`src/rtl/tff_seq_ctrl_pkg.sv`:
```
// Shared types and constants for the toggle-cell sequence controller.
package tff_seq_ctrl_pkg;

  localparam int DEFAULT_WIDTH = 4;

  typedef enum logic [1:0] {
    IDLE = 2'd0,
    RUN  = 2'd1,
    HOLD = 2'd2,
    DONE = 2'd3
  } state_t;

endpackage

```
`src/rtl/tff_cell.sv`:
```
// Single T flip-flop with complementary outputs and async active-low reset.
module tff_cell (
  input  logic clk,
  input  logic rst,
  input  logic t,
  output logic q,
  output logic qb
);

  always_ff @(posedge clk or negedge rst) begin
    if (!rst) begin
      q <= 1'b0;
    end else if (t) begin
      q <= ~q;
    end
  end

  assign qb = ~q;

endmodule

```
`src/rtl/tff_seq_ctrl.sv`:
```
// Counting sequencer built from WIDTH toggle cells; the FSM only drives toggle enables.
// Optional down-count mode (extra dir input) is enabled by defining TFF_SEQ_CTRL_DOWN_EN.
module tff_seq_ctrl
  import tff_seq_ctrl_pkg::*;
#(
  parameter int WIDTH = DEFAULT_WIDTH
) (
  input  logic             clk,
  input  logic             rst,
  input  logic             start,
  input  logic [WIDTH-1:0] limit,
  input  logic             pause,
`ifdef TFF_SEQ_CTRL_DOWN_EN
  input  logic             dir,
`endif
  output logic             busy,
  output logic             done,
  output logic [WIDTH-1:0] count,
  output logic [WIDTH-1:0] count_b
);

  state_t           state_q, state_d;
  logic [WIDTH-1:0] limit_r;
  logic             dir_r;
  logic             dir_in;
  logic [WIDTH-1:0] t;
  logic [WIDTH-1:0] step;
  logic [WIDTH-1:0] load_val;
  logic             terminal;
  logic             carry;

`ifdef TFF_SEQ_CTRL_DOWN_EN
  assign dir_in = dir;
`else
  assign dir_in = 1'b0;
`endif

  // Ripple toggle enables: up uses AND of lower Q bits, down uses AND of lower QB bits.
  always_comb begin
    step  = '0;
    carry = 1'b1;
    for (int i = 0; i < WIDTH; i++) begin
      step[i] = carry;
      carry   = carry & (dir_r ? ~count[i] : count[i]);
    end
  end

  assign load_val = dir_in ? limit : '0;
  assign terminal = dir_r ? (count == '0) : (count == limit_r);

  always_comb begin
    state_d = state_q;
    t       = '0;
    unique case (state_q)
      IDLE: begin
        if (start) begin
          state_d = RUN;
          // Toggle exactly the bits that differ from the load value.
          t       = count ^ load_val;
        end
      end
      RUN: begin
        if (terminal) begin
          state_d = DONE;
        end else if (pause) begin
          state_d = HOLD;
        end else begin
          t = step;
        end
      end
      HOLD: begin
        if (!pause) state_d = RUN;
      end
      DONE: begin
        state_d = IDLE;
      end
      default: state_d = IDLE;
    endcase
  end

  always_ff @(posedge clk or negedge rst) begin
    if (!rst) begin
      state_q <= IDLE;
      limit_r <= '0;
      dir_r   <= 1'b0;
    end else begin
      state_q <= state_d;
      if (state_q == IDLE && start) begin
        limit_r <= limit;
        dir_r   <= dir_in;
      end
    end
  end

  for (genvar i = 0; i < WIDTH; i++) begin : g_cell
    tff_cell u_cell (
      .clk (clk),
      .rst (rst),
      .t   (t[i]),
      .q   (count[i]),
      .qb  (count_b[i])
    );
  end

  assign busy = (state_q == RUN) || (state_q == HOLD);
  assign done = (state_q == DONE);

endmodule

```
`config.mk`:
```
export PLATFORM = sky130hd
export DESIGN_NAME = tff_seq_ctrl
export DESIGN_NICKNAME = d
export VERILOG_FILES = /design/src/rtl/tff_seq_ctrl_pkg.sv /design/src/rtl/tff_cell.sv /design/src/rtl/tff_seq_ctrl.sv
export SDC_FILE = /design/constraint.sdc
export NUM_CORES = 1
export LEC_CHECK = 0
export BUFFER_PORTS_ARGS = -buffer_cell sky130_fd_sc_hd__buf_2
export CAP_MARGIN = 20
export CORE_UTILIZATION = 45
export DETAILED_ROUTE_END_ITERATION = 16
export PLACE_DENSITY = 0.83
export REMOVE_ABC_BUFFERS = 1
export SLEW_MARGIN = 10
export SYNTH_ARGS = -nofsm -noshare
export SYNTH_HDL_FRONTEND = slang
export SYNTH_SLANG_ARGS = --single-unit
```
`constraint.sdc`:
```
create_clock -name clk -period 3.2 [get_ports clk]
set_input_delay 0.64 -clock clk [delete_from_list [all_inputs] [get_ports clk]]
set_output_delay 0.64 -clock clk [all_outputs]
set_load 0.005 [all_outputs]
```
==> impl_metrics.py, run 1 <==
metrics = {
    "run_status": {
        "status": "finished, final reports clean",
    },
    "critical_path": {
        "r2r-start": "state_q[0]",
        "worstPathMaxFanout": 4,
        "worstSetupPathType": "reg -> out",
        "rrSetupSlack_ns": 1.46,
        "worstPathArrival_ns": 1.20,
        "crit_path_start": "state_q[0]",
        "critPathLaunchType": "flop",
        "rr_worst_depth": 6,
        "worst_r2r_endpoint": "state_q[0]",
        "crit_path_end_kind": "output pin",
        "required_ns": 2.56,
    },
    "yosys": {
        "async_flop_share_pct": 100,
        "synthCells": 61,
        "synth_ff_type": "dfrtp_1",
        "ys_ff_latch": 10,
        "syn_area_sq_um": 632,
        "yosys_warnings": 0,
        "synth_edf_count": 0,
        "postSynthAreaPerCell_sq_um": 10.4,
        "synthDistinctLibCells": 23,
        "ys_seq_area_share_pct": 39.6,
    },
    "global_route": {
        "grt_pass1_wl_mm": 1.77,
        "grt_max_degree": 11,
        "overflow": 0,
        "antenna_found_initial": 0,
        "grt_pass1_vias": 423,
        "grtUsageTotal_pct": 17.8,
    },
    "floorplan": {
        "die_w_um": 39.5,
        "rows": 13,
        "core-area_sq_um": 1300,
        "start_util_pct": 48.6,
        "io_pins": 18,
        "dieArea_sq_um": 1560,
        "chipHeight_um": 39.5,
    },
    "clock_network": {
        "h-tree-depth": 1,
        "ctsResizeCount": 0,
        "ctsHoldBuffers": 0,
        "cts_setup_buffers": 0,
        "clk_pin_slew_ns": 0.08,
        "cts_tree": "built",
        "clockBufferDepth": 2,
        "numCtsBuffers": 3,
        "ctsRootBufferMaster": "clkbuf_4",
        "clock-sinks": 10,
        "clkLatencyLatePin_ns": 0.27,
    },
    "route": {
        "via_count": 458,
        "drtAntennaViolNets": 0,
        "wl_per_cell_um": 12.0,
        "first_pass_iters": 4,
        "drc": 0,
        "wl_mm": 1.07,
        "drtIter0Drc": 5,
        "routed_via_density": 5.15,
    },
    "pwr": {
        "internal_power_uw": 414,
        "power_switching_share_pct": 41.6,
        "pwr-share-seq_pct": 34.7,
        "p_sw_uw": 295,
        "leakage_uw": 0.000351,
        "p_per_area_nw_per_um2": 995,
        "comb_power_share_pct": 48.4,
        "clockPowerShare_pct": 16.9,
        "ir_drop_mv": 0.407,
    },
    "timing": {
        "fin_crit_sh_pct": 57.6,
        "hold_viol_final": 0,
        "fmax_mhz": 542,
        "hold_ws_ns": 0.212,
        "tightest_slew_ns": 0.496,
        "setup_viol": 0,
        "rsz0062_at_grt": "no",
        "slew-limit-headroom_pct": 66.8,
        "tns_ns": 0,
        "drv_slew": 0,
        "period_minus_slack_ns": 1.84,
        "finClkSkew_ns": 0.00570,
    },
    "placed_design": {
        "hpwl_um": 810,
        "finalWeightedCongestion": 0.905,
        "dp_cells": 85,
        "placed_area_sq_um": 676,
        "port_buffers": 17,
    },
    "cells_and_area": {
        "area_delta_synth_final_pct": 12.7,
        "multi_input_area_sq_um": 292,
        "regArea_sq_um": 250,
        "post-route-cell-area_sq_um": 712,
        "final_nets": 87,
        "stdcell_count": 89,
        "fillers": 126,
        "insertedDiodeCount": 0,
        "layout-drive-gt1-share_pct": 35.1,
    },
    "min_path": {
        "holdCritPathClass": "in -> async",
    },
    "flow_run": {
        "maxCapViolations": 0,
    },
}
==> cells in the mapped netlist (2+ instances only) <==
| library cell | instances | area share [%] |
|---|---|---|
| o21ai_0 | 2 | 1.6 |
| buf_4 | 8 | 9.5 |
| inv_1 | 8 | 4.8 |
| o31ai_1 | 2 | 2.4 |
| ha_1 | 4 | 7.9 |
| dfrtp_1 | 10 | 40 |
| mux2_2 | 4 | 7.1 |
| xor2_1 | 4 | 5.5 |
| nand2_1 | 4 | 2.4 |
| nor3_1 | 2 | 1.6 |
==> worst max-delay path, stage by stage, from the launching register on <==
cell	delay (ns)
dfrtp_1	0.41
inv_1	0.10
ha_1	0.29
buf_2	0.13
==> registers in the layout, indices dropped and copies added (netlist names) <==
| signal | cells |
|---|---|
| state_q | 2 |
| g_cell.u_cell.q | 4 |
| limit_r | 4 |
==> through the flow <==
| step | worst slack [ns] | total power [uW] | utilization [%] |
|---|---|---|---|
| finish | 1.36 | 708 | 54.7 |
| global route | 1.27 | 763 | 54.7 |
| CTS | 1.35 | 711 | 54.7 |
| detailed placement | 1.48 | 591 | 51.9 |
| global placement | 1.54 | 571 | 51.9 |
| floorplan | 1.65 | 482 | - |
==> layout by cell type (no fill, tap or decap) <==
master     n
a21boi_1   1
clkbuf_8   1
inv_1      8
o41ai_4    1
clkbuf_4   3
ha_1       4
nand2b_1   1
dfrtp_1   10
nand3_1    1
a21oi_1    1
xor2_1     4
nand2_1    4
nor2_1     1
o21ai_0    2
o211ai_1   1
nor2b_1    1
o32ai_1    1
nor3_1     2
mux2_2     4
o22ai_1    1
mux2i_1    1
o31ai_1    2
or4_1      1
buf_2     17
a221o_1    1
==> worst max-delay path by stage <==
stage	endpoint	slack, ns
floorplan	state_q[0]	1.65
global placement	state_q[0]	1.54
finish	busy	1.36
detailed placement	state_q[0]	1.48
CTS	busy	1.35
global route	state_q[0]	1.27
==> cell families after synthesis <==
kind of cell | count (synthesis) | synth area share, %
muxes | 5 | 8.71
and+or+nand+nor | 11 | 8.51
AOI/OAI and AO/OA | 11 | 15.4
buffers and inverters | 16 | 14.3
DFF | 10 | 39.6
xor gates and xnor gates | 4 | 5.54
adders and majority gates | 4 | 7.92
==> power groups by stage <==
stage               clock [uW]  sequential [uW]  combinational [uW]
floorplan                    0              238                 244
global placement             0              244                 327
detailed placement           0              248                 343
CTS                        121              246                 345
global route               126              255                 382
finish                     120              245                 343
==> per-layer routing <==
metal	share of wire [%]	GRT usage, %	up-vias
li1	-	-	226
met1	48	22.9	214
met2	45	26.2	16
met3	5.4	6.82	2
met4	1.2	7.76	0
met5	0	0	-
==> final cells by class <==
class                      instances  area share (%)
multi-input combinational         35            40.9
sequential                        10            35.1
timing repair buffer              17            12.0
clock buffer                       4            5.10
inverter                           8            4.22
tap                               15            2.64
(Power assumes the default switching activity.)
==> run 2, diff against run 1 <==
Settings changed: CORE_UTILIZATION 45 to 44, PLACE_DENSITY 0.83 to 0.84.
Clock period 3.2 ns to 1.6 ns, I/O delays scaled along.
==> run 2 against run 1 <==
Against the previous run: clock skew up 0.0012 ns; die area grew 2.2%; sequential share of layout area decreased by 3.4 points; sequential cell count stayed put; clock-buffer cell count shrank 1; global-route usage up 0.64 points; power rose by 130%; routed wire length rose by 20%; non-clock buffer count is 5 higher; sequential power rose by 110%; register-to-register slack worse by 1.4 ns.
==> impl_metrics.py, run 2 (synthesized netlist as in run 1, its figures left out) <==
metrics = {
    "floorplan": {
        "rows": 13,
        "io_pins": 18,
        "start_util_pct": 48.0,
        "die_w_um": 39.9,
        "core-area_sq_um": 1320,
        "chipHeight_um": 39.9,
        "dieArea_sq_um": 1590,
    },
    "route": {
        "routed_via_density": 5.12,
        "first_pass_iters": 4,
        "drtAntennaViolNets": 0,
        "wl_mm": 1.28,
        "via_count": 476,
        "drtIter0Drc": 14,
        "wl_per_cell_um": 13.8,
        "drc": 0,
    },
    "pwr": {
        "p_sw_uw": 692,
        "pwr-share-seq_pct": 31.9,
        "power_switching_share_pct": 43.1,
        "comb_power_share_pct": 57.2,
        "p_per_area_nw_per_um2": 2030,
        "clockPowerShare_pct": 10.8,
        "internal_power_uw": 912,
        "ir_drop_mv": 0.875,
        "p_total_uw": 1600,
        "leakage_uw": 0.000377,
    },
    "placed_design": {
        "finalWeightedCongestion": 0.892,
        "hpwl_um": 928,
        "port_buffers": 17,
        "dp_cells": 88,
    },
    "critical_path": {
        "cpMaxStageDelayCell": "or4_1",
        "critPathLaunchType": "flop",
        "crit_chain": "xor2_2 -> or4_1 -> o22ai_2 -> a221o_1",
        "required_ns": 1.81,
        "worstPathArrival_ns": 1.75,
        "worstSetupPathType": "reg -> reg",
        "crit_path_end_kind": "flop",
        "max_stage_delay_ns": 0.57,
        "worstPathMaxFanout": 5,
    },
    "cells_and_area": {
        "layout-drive-gt1-share_pct": 52.6,
        "layout_commonest_cell": "buf_2",
        "final_nets": 92,
        "largest_registers": "g_cell.u_cell.q (4), limit_r (4), state_q (2)",
        "fillers": 120,
        "final_cell_mix": "buf_2, dfrtp_1, inv_1, nand2_1, mux2_2",
        "insertedDiodeCount": 0,
        "stdcell_count": 93,
        "area_delta_synth_final_pct": 25.3,
    },
    "run_status": {
        "status": "finished, final reports clean",
    },
    "timing": {
        "finClkSkew_ns": 0.00692,
        "fmax_mhz": 648,
        "hold_viol_final": 0,
        "tightest_slew_ns": 0.324,
        "setup_viol": 0,
        "tns_ns": 0,
        "drv_slew": 0,
        "slew-limit-headroom_pct": 78.3,
        "period_minus_slack_ns": 1.54,
        "fin_crit_sh_pct": 96.5,
    },
    "clock_network": {
        "numCtsBuffers": 3,
        "h-tree-depth": 1,
        "clkLatencyLatePin_ns": 0.27,
        "cts_tree": "built",
        "clk_pin_slew_ns": 0.07,
        "ctsRootBufferMaster": "clkbuf_4",
        "clock-sinks": 10,
        "clockBufferDepth": 2,
    },
    "global_route": {
        "grtUsageTotal_pct": 18.5,
        "grt_pass1_vias": 388,
        "grt_pass1_wl_mm": 1.81,
        "antenna_found_initial": 0,
        "overflow": 0,
        "grt_max_degree": 11,
    },
    "flow_run": {
        "maxCapViolations": 0,
    },
    "min_path": {
        "holdCritPathClass": "in -> reg",
    },
}
[run 2: cell types whose count changed in the layout (fill, tap and decap cells not counted), sizes merged]
cell	change
clkbuf	-1
buf	+4
dlygate4sd3	+1
[run 2: cell type report]
type,count,area [sq um],share of cell area (%)
Tap cell,15,18.8,2.37
Multi-Input combinational cell,35,340,43.0
Sequential cell,10,251,31.8
Inverter,8,30.0,3.79
Clock buffer,3,22.5,2.84
Timing Repair Buffer,22,129,16.3
[run 2: worst paths after layout]
| check | from | to | slack (ns) | depth (start not counted) |
|---|---|---|---|---|
| worst max-delay path | g_cell[0].u_cell.q | state_q[0] | 0.06 | 4 |
| worst max register to register | g_cell[0].u_cell.q | state_q[0] | 0.06 | 4 |
| worst min register to register | g_cell[3].u_cell.q | g_cell[3].u_cell.q | 0.52 | 1 |
| min in group asynchronous | rst | g_cell[3].u_cell.q | 0.44 | 2 |
| max in group asynchronous | rst | g_cell[0].u_cell.q | 0.95 | 2 |
| worst min-delay path | limit[3] | limit_r[3] | 0.28 | 2 |
[run 2: worst max-delay path: cells and delay by family (launching register included)]
kind             cells  cell delay, ns
AO/OA/AOI/OAI        2            0.28
flip-flops           1            0.44
XOR/XNOR             1            0.21
AND/OR/NAND/NOR      1            0.57
[run 2: power groups by stage]
| stage | Clock [uW] | Sequential, uW | Combinational (uW) |
|---|---|---|---|
| finish | 174 | 512 | 918 |
| global route | 194 | 532 | 1030 |
| CTS | 184 | 498 | 842 |
| detailed placement | 0 | 487 | 768 |
| global placement | 0 | 478 | 736 |
| floorplan | 0 | 476 | 487 |
[run 2: metrics by stage]
| step | cell area [sq um] | util, % | hold WS, ns | worst slack, ns |
|---|---|---|---|---|
| floorplan | 572 | - | 0.0244 | 0.0534 |
| global placement | 698 | 53.0 | 0.185 | 0.0674 |
| detailed placement | 698 | 53.0 | 0.190 | -0.00795 |
| CTS | 746 | 56.6 | 0.273 | 0.00411 |
| global route | 792 | 60.1 | 0.278 | -0.00770 |
| finish | 792 | 60.1 | 0.281 | 0.0561 |
[run 2: metal layers]
| metal | wire length [um] | vias up | GRT usage, % |
|---|---|---|---|
| li1 | - | 236 | - |
| met1 | 525 | 225 | 23.6 |
| met2 | 684 | 10 | 27.4 |
| met3 | 44 | 5 | 5.11 |
| met4 | 29 | 0 | 10.3 |
| met5 | 0 | - | 0 |
[run 2: timing repair]
item / CTS / global route
hold buffers: 1 / 0
pin swaps: 1 / 1
gates resized for setup: 2 / 13
endpoints found under the setup margin: 1 / 3
endpoints found under the hold margin: 10 / 0
buffers inserted: 1 / 1
==> run 3, diff against run 2 <==
Settings changed: CELL_PAD_IN_SITES_DETAIL_PLACEMENT set to 0, CELL_PAD_IN_SITES_GLOBAL_PLACEMENT set to 1, CORE_UTILIZATION 44 to 33, GPL_ROUTABILITY_DRIVEN set to 0, PLACE_DENSITY 0.84 to 0.83, REMOVE_ABC_BUFFERS 1 to not set.
==> run 3 against run 2 <==
Against the previous run: power rose by 4.0%; utilization fell by 14 points; global-route usage fell by 5.9 points; fmax fell by 1.5%; via count rose by 5.5%; clock skew fell by 0.0058 ns; largest cell class unchanged.
==> impl_metrics.py, run 3 (synthesized netlist as in run 1, its figures left out) <==
metrics = {
    "run_status": {
        "status": "finished, final reports clean",
    },
    "floorplan": {
        "chipHeight_um": 45.8,
        "start_util_pct": 35.8,
        "io_pins": 18,
        "rows": 15,
        "die_w_um": 45.8,
        "core-area_sq_um": 1760,
        "dieArea_sq_um": 2090,
    },
    "clock_network": {
        "numCtsBuffers": 3,
        "h-tree-depth": 1,
        "clock-sinks": 10,
        "ctsRootBufferMaster": "clkbuf_4",
        "clkLatencyLatePin_ns": 0.27,
        "clockBufferDepth": 2,
        "clk_pin_slew_ns": 0.07,
        "cts_tree": "built",
    },
    "cells_and_area": {
        "area_delta_synth_final_pct": 29.9,
        "final_cell_mix": "buf_2, dfrtp_1, inv_1",
        "largest_registers": "g_cell.u_cell.q (4), limit_r (4), state_q (2)",
        "final_nets": 93,
        "layout_commonest_cell": "buf_2",
        "fillers": 193,
        "layout-drive-gt1-share_pct": 52.5,
        "insertedDiodeCount": 0,
    },
    "route": {
        "drtIter0Drc": 9,
        "routed_via_density": 4.78,
        "drtAntennaViolNets": 0,
        "first_pass_iters": 4,
        "via_count": 502,
        "wl_per_cell_um": 12.3,
        "wl_mm": 1.29,
        "drc": 0,
    },
    "critical_path": {
        "cpMaxStageDelayCell": "dfrtp_1",
        "worstSetupPathType": "reg -> reg",
        "crit_path_end_kind": "flop",
        "crit_chain": "xor2_1 -> o41ai_4 -> buf_6 -> o31ai_2 -> a21boi_2",
        "worstPathMaxFanout": 7,
        "worstPathArrival_ns": 1.73,
        "max_stage_delay_ns": 0.43,
        "required_ns": 1.76,
        "critPathLaunchType": "flop",
        "crit_buf_inv": 1,
        "crit_family": "compound AO/OA/AOI/OAI gates",
    },
    "yosys": {
        "synth_fp_nets": 73,
    },
    "global_route": {
        "grt_pass1_wl_mm": 1.84,
        "grt_max_degree": 11,
        "overflow": 0,
        "grt_pass1_vias": 432,
        "grtUsageTotal_pct": 12.6,
        "antenna_found_initial": 0,
    },
    "timing": {
        "hold_ws_ns": 0.276,
        "period_minus_slack_ns": 1.57,
        "tightest_slew_ns": 0.319,
        "drv_slew": 0,
        "setup_viol": 0,
        "finClkSkew_ns": 0.00111,
        "hold_viol_final": 0,
        "tns_ns": 0,
        "rsz0062_at_grt": "yes",
        "fin_crit_sh_pct": 97.9,
        "slew-limit-headroom_pct": 78.6,
        "fmax_mhz": 638,
    },
    "min_path": {
        "holdCritPathClass": "in -> reg",
    },
    "pwr": {
        "leakage_uw": 0.000391,
        "ir_drop_mv": 0.761,
        "p_per_area_nw_per_um2": 2030,
    },
    "placed_design": {
        "hpwl_um": 914,
        "port_buffers": 17,
    },
    "flow_run": {
        "maxCapViolations": 0,
    },
}
==> run 3: changes by cell type in the layout (fill, tap and decap cells not counted) <==
cell,change
buf_4,+1
clkbuf_8,+1
dfrtp_1,+1
dfrtp_2,-1
or4_1,-1
or4_4,+1
xor2_1,+1
xor2_2,-1
==> run 3: routing by layer <==
metal | routed length (um) | part of all wire, % | global-route usage, % | vias to the layer above
li1 | - | - | - | 242
met1 | 543 | 42 | 16.5 | 245
met2 | 667 | 52 | 19.4 | 13
met3 | 59 | 4.6 | 3.57 | 2
met4 | 17 | 1.3 | 5.29 | 0
met5 | 0 | 0 | 0 | -
==> run 3: through the flow <==
stage,cells,power (uW),setup slack [ns],instance area (sq um),utilization [%]
floorplan,61,1070,0.0534,632,-
global placement,99,1240,0.0511,718,40.7
detailed placement,99,1260,0.00941,718,40.7
CTS,104,1510,0.0250,764,43.3
global route,105,1810,-0.0279,821,46.5
finish,105,1670,0.0331,821,46.5
==> run 3: power breakdown <==
| group | internal (uW) | leakage, uW | total, uW | switching, uW |
|---|---|---|---|---|
| logic | 457 | 0.000246 | 934 | 477 |
| clock network | 138 | 0.0000210 | 239 | 101 |
| registers | 380 | 0.000124 | 495 | 115 |
| total | 976 | 0.000391 | 1670 | 693 |
==> run 3: worst paths after layout <==
path,startpoint,slack [ns],cells past startpoint,endpoint
worst min register to register,g_cell[3].u_cell.q,0.53,1,g_cell[3].u_cell.q
min in group asynchronous,rst,0.43,2,g_cell[2].u_cell.q
worst max-delay path,g_cell[0].u_cell.q,0.03,5,g_cell[3].u_cell.q
worst min-delay path,limit[1],0.28,2,limit_r[1]
worst max register to register,g_cell[0].u_cell.q,0.03,5,g_cell[3].u_cell.q
max in group asynchronous,rst,0.98,2,limit_r[3]
==> run 3: timing repair <==
item / 4_1_cts / 5_1_grt
setup endpoints to repair: 2 / 4
setup buffers: 0 / 1
endpoints found under the hold margin: 10 / 0
gates resized for setup: 0 / 14
hold buffers: 1 / 0
pin swaps: 1 / 1
==> run 3: final cells by class <==
cell class | count | area, sq um | share of cell area [%]
sequential | 10 | 250 | 30.5
inverter | 8 | 30.0 | 3.66
tap | 25 | 31.3 | 3.81
clock buffer | 4 | 36.3 | 4.42
multi-input combinational | 35 | 337 | 41.0
timing repair buffer | 23 | 136 | 16.6
==> run 3: worst reg2reg max path: stages, from the launching register on <==
cell and delay (ns):
dfrtp_1 0.43, xor2_1 0.22, o41ai_4 0.41, buf_6 0.18, o31ai_2 0.07, a21boi_2 0.15
